==> src/rtl/smachine_gpio_port.sv <==
// Register-mapped switch/LED port for the S-Machine CPU: synchronised, debounced switches with
// W1C edge-pending bits and a maskable level interrupt, plus a CPU-writable LED register.
module smachine_gpio_port #(
  parameter int unsigned NUM_SW          = 2,
  parameter int unsigned NUM_LED         = 2,
  parameter int unsigned DATA_W          = 16,
  parameter int unsigned DEBOUNCE_CYCLES = 4
) (
  input  logic               clk,
  input  logic               reset,
  input  logic [NUM_SW-1:0]  switch_in,
  output logic [NUM_LED-1:0] led_out,
  input  logic [1:0]         addr,
  input  logic               wr_en,
  input  logic               rd_en,
  input  logic [DATA_W-1:0]  wdata,
  output logic [DATA_W-1:0]  rdata,
  output logic               rdata_valid,
  output logic               irq
);

  localparam int unsigned CntW = $clog2(DEBOUNCE_CYCLES + 1);
  localparam logic [CntW-1:0] CntMax = CntW'(DEBOUNCE_CYCLES - 1);

  localparam logic [1:0] AddrSwState = 2'd0;
  localparam logic [1:0] AddrLed     = 2'd1;
  localparam logic [1:0] AddrPending = 2'd2;
  localparam logic [1:0] AddrMask    = 2'd3;

  logic [NUM_SW-1:0]  s1_q, s2_q;
  logic [NUM_SW-1:0]  deb_q, deb_d;
  logic [CntW-1:0]    cnt_q [NUM_SW];
  logic [CntW-1:0]    cnt_d [NUM_SW];
  logic [NUM_SW-1:0]  sw_edge;
  logic [NUM_SW-1:0]  pending_q, pending_d;
  logic [NUM_SW-1:0]  mask_q, mask_d;
  logic [NUM_LED-1:0] led_q, led_d;
  logic [NUM_SW-1:0]  pend_clr;
  logic [DATA_W-1:0]  rd_mux;
  logic [DATA_W-1:0]  rdata_q;
  logic               rdata_valid_q;
  logic               unused_wdata;

  // Only the low field bits of wdata are ever consumed.
  assign unused_wdata = ^wdata;

  always_comb begin
    deb_d   = deb_q;
    sw_edge = '0;
    for (int i = 0; i < NUM_SW; i++) begin
      cnt_d[i] = cnt_q[i];
      if (s2_q[i] == deb_q[i]) begin
        cnt_d[i] = '0;
      end else if (cnt_q[i] == CntMax) begin
        deb_d[i]   = s2_q[i];
        cnt_d[i]   = '0;
        sw_edge[i] = 1'b1;
      end else begin
        cnt_d[i] = cnt_q[i] + 1'b1;
      end
    end
  end

  always_comb begin
    led_d    = led_q;
    mask_d   = mask_q;
    pend_clr = '0;
    if (wr_en) begin
      unique case (addr)
        AddrSwState: ;
        AddrLed:     led_d    = wdata[NUM_LED-1:0];
        AddrPending: pend_clr = wdata[NUM_SW-1:0];
        AddrMask:    mask_d   = wdata[NUM_SW-1:0];
      endcase
    end
    // A newly accepted edge takes priority over a same-cycle W1C.
    pending_d = (pending_q & ~pend_clr) | sw_edge;
  end

  // Read mux sees pre-write state, so a simultaneous write/read returns the old value.
  always_comb begin
    rd_mux = '0;
    unique case (addr)
      AddrSwState: rd_mux[NUM_SW-1:0]  = deb_q;
      AddrLed:     rd_mux[NUM_LED-1:0] = led_q;
      AddrPending: rd_mux[NUM_SW-1:0]  = pending_q;
      AddrMask:    rd_mux[NUM_SW-1:0]  = mask_q;
    endcase
  end

  always_ff @(posedge clk) begin
    if (reset) begin
      s1_q          <= '0;
      s2_q          <= '0;
      deb_q         <= '0;
      pending_q     <= '0;
      mask_q        <= '0;
      led_q         <= '0;
      rdata_q       <= '0;
      rdata_valid_q <= 1'b0;
      for (int i = 0; i < NUM_SW; i++) begin
        cnt_q[i] <= '0;
      end
    end else begin
      s1_q          <= switch_in;
      s2_q          <= s1_q;
      deb_q         <= deb_d;
      pending_q     <= pending_d;
      mask_q        <= mask_d;
      led_q         <= led_d;
      rdata_valid_q <= rd_en;
      if (rd_en) begin
        rdata_q <= rd_mux;
      end
      for (int i = 0; i < NUM_SW; i++) begin
        cnt_q[i] <= cnt_d[i];
      end
    end
  end

  assign led_out     = led_q;
  assign rdata       = rdata_q;
  assign rdata_valid = rdata_valid_q;
  assign irq         = |(pending_q & mask_q);

endmodule

==> config.mk <==
export PLATFORM = sky130hd
export DESIGN_NAME = smachine_gpio_port
export DESIGN_NICKNAME = d
export VERILOG_FILES = /design/src/rtl/smachine_gpio_port.sv
export SDC_FILE = /design/constraint.sdc
export NUM_CORES = 1
export LEC_CHECK = 0
export ABC_CLOCK_PERIOD_IN_PS = 3700
export CAP_MARGIN = 20
export CELL_PAD_IN_SITES_DETAIL_PLACEMENT = 1
export CELL_PAD_IN_SITES_GLOBAL_PLACEMENT = 1
export CORE_UTILIZATION = 31
export CTS_CLUSTER_DIAMETER = 30
export DETAILED_ROUTE_END_ITERATION = 10
export PLACE_DENSITY = 0.86
export REMOVE_ABC_BUFFERS = 1
export SYNTH_ARGS = -nofsm -noshare
export SYNTH_HDL_FRONTEND = slang
export SYNTH_SLANG_ARGS = --single-unit
==> constraint.sdc <==
create_clock -name clk -period 3.7 [get_ports clk]
set_input_delay 0.37 -clock clk [delete_from_list [all_inputs] [get_ports clk]]
set_output_delay 0.37 -clock clk [all_outputs]
set_load 0.01 [all_outputs]
==> impl_metrics.json <==
{
  "cts_buffers": 3,
  "grt_max_degree": 19,
  "tightest_slew_ns": 0.591,
  "ios": 44,
  "die_w_um": 56.3,
  "tns_ns": 0,
  "status": "finished clean",
  "grt_overflow": 0,
  "crit_arrival_ns": 1.40,
  "fin_nets": 134,
  "start_util_pct": 32.8,
  "p_leak_nw": 0.468,
  "diodes": 0,
  "dr_total_vias": 631,
  "die_y_um": 56.3,
  "cp-start-kind": "flop",
  "row_count": 19,
  "syn_area_um2": 913,
  "port_buffers": 15,
  "fmax_ghz": 0.564,
  "core_area_mm2": 0.00278,
  "seq_area_frac_synth_pct": 46.0,
  "cp_slowest_cell": "clkdlybuf4s50_1",
  "clk_pin_slew_ns": 0.11,
  "relSlewSlack_pct": 60.4,
  "drive_gt1_share_pct": 2.86,
  "fillers": 325,
  "finish.utilization_pct": 38.4,
  "drt-initial-drc-count": 4,
  "grt_use_met3_pct": 1.84,
  "syn_inst": 88,
  "ctsHoldBuffers": 0,
  "cts-root-buf": "clkbuf_4",
  "path_class": "flop to primary output",
  "dr.pass1.iters": 2,
  "cts-htree-levels": 1,
  "grt.busiest_layer": "met2",
  "met2_usage_pct": 18.5,
  "routed_via_density": 4.64,
  "period_minus_slack_ns": 1.77,
  "clock_sink_count": 21,
  "antenna_found_initial": 0,
  "syn_area_per_cell_um2": 10.4,
  "worstSetupEndpointType": "primary output",
  "gp_congestion": 0.747,
  "hp-class": "flop to flop",
  "cts_setup_buffers": 0,
  "cp_max_fo": 3,
  "synth_top_area_share_pct": 46.0,
  "grt_pass1_vias": 629,
  "setup_viol_count_final": 0,
  "rsz0062_at_grt": "false",
  "fin_worst_skew_ns": 0.00221,
  "worstPathCellList": "a22o_1 -> clkdlybuf4s50_1",
  "r2r_slack_ns": 2.37,
  "max-cap-violations": 0,
  "yosys_register_bits": 21,
  "synthToLayoutAreaGrowth_pct": 17.0,
  "yosysTopAreaCell": "dfxtp_1",
  "worstPathRequired_ns": 3.33,
  "cts_tree": "built",
  "place_hpwl_mm": 1.20,
  "cts_max_path_buffers": 2,
  "wl_per_cell_um": 11.7,
  "cp_slowest_stage_delay_ns": 0.54,
  "route.detailed.drc": 0,
  "totalPowerFinal_uw": 381,
  "cts_resized": 0,
  "max-vdd-ir-drop_uv": 216,
  "clock_latency_ns": 0.31,
  "synth.distinct_cells": 22,
  "totalWireLength_mm": 1.59,
  "hold_violations": 0,
  "p_per_area_mw_per_mm2": 357,
  "synth_warnings": 0,
  "grt_pass1_wl_mm": 2.69,
  "slew_viol_final": 0,
  "gr-usage-met1_pct": 12.8,
  "fp.dieArea_mm2": 0.00317,
  "drtAntennaViolNets": 0,
  "grt_use_total_pct": 11.1,
  "finalCritPeriodShare_pct": 48.0,
  "synth_area_leaders": "dfxtp_1, buf_4, mux2i_1"
}
-- power breakdown --
group	total, mW	internal (mW)	switching, mW	leakage, nW
registers	0.233	0.231	0.00247	0.171
logic	0.0371	0.0180	0.0191	0.282
clock network	0.111	0.0421	0.0686	0.0150
-- worst paths after layout --
check                    start     endpoint  depth (start not counted)
setup / recovery  pending_q[1]          irq                          2
hold / removal     cnt_q[0][0]  cnt_q[0][0]                          1
setup reg to reg   cnt_q[0][3]  cnt_q[0][3]                          4
hold reg to reg    cnt_q[0][0]  cnt_q[0][0]                          1
-- synthesized netlist by cell type (all sizes together) --
master and number:
mux2i 8, buf 14, xor2 1, ha 4
or3 1, and3 1, nand3 1, nand2 1
xnor2 1, inv 3, nand3b 2, nor2b 5
nand2b 1, clkbuf 1, o21ai 1, dfxtp 21
a22o 1, nand4b 2, conb 1, mux4 2
a22oi 1, nor2 15
-- per-layer routing --
layer	up-vias	part of all wire, %
met5	-	0
met4	0	3.1
met3	5	5.8
met2	28	47
met1	296	44
li1	302	-
-- cell type report --
class | count | area (µm²) | share of cell area [%]
clock buffers | 4 | 26.3 | 2.46
inverters | 3 | 11.3 | 1.05
multi-input cells | 62 | 422 | 39.5
flip-flops and latches | 21 | 420 | 39.3
well taps | 31 | 38.8 | 3.63
repair buffers | 15 | 150 | 14.1
-- through the flow --
stage	cells	cell area [µm²]	setup slack [ns]	hold slack (ns)
after floorplan	86	853	2.48	0.397
after global placement	132	1040	1.84	0.405
after detailed placement	132	1040	1.81	0.416
after CTS	136	1070	1.93	0.433
after global routing	136	1070	1.87	0.458
final	136	1070	1.93	0.431
-- cell families after synthesis --
logic type | count (synthesis) | share of synthesized area, %
flops | 21 | 46.0
buf+inv | 18 | 13.2
mux | 10 | 14.5
xor+xnor | 2 | 1.92
compound gates | 3 | 2.33
fa+ha+maj | 4 | 5.48
other cells | 1 | 0.411
simple gates | 29 | 16.2
-- worst max-delay path: cells and delay by family (launching register included) --
family	cells	cell delay, ns
buffers and inverters	1	0.54
DFF	1	0.38
AOI/OAI and AO/OA	1	0.18
-- state kept, by name, indices dropped and copies added (netlist names) --
name,cells
cnt_q,6
deb_q,2
led_out,2
mask_q,2
pending_q,2
rdata,2
s1_q,2
s2_q,2
rdata_valid,1
-- placed cells by master, fill, tap and decap left out, drive strengths merged --
master / n
or3: 1
nand2b: 1
xnor2: 1
and3: 1
nor2b: 5
dfxtp: 21
clkbuf: 4
nand4b: 2
mux2i: 8
a22oi: 1
o21ai: 1
nor2: 15
nand3: 1
ha: 4
inv: 3
conb: 14
a22o: 1
clkdlybuf4s50: 15
nand3b: 2
mux4: 2
nand2: 1
xor2: 1
Note: power is estimated with default switching activity, not from simulation.
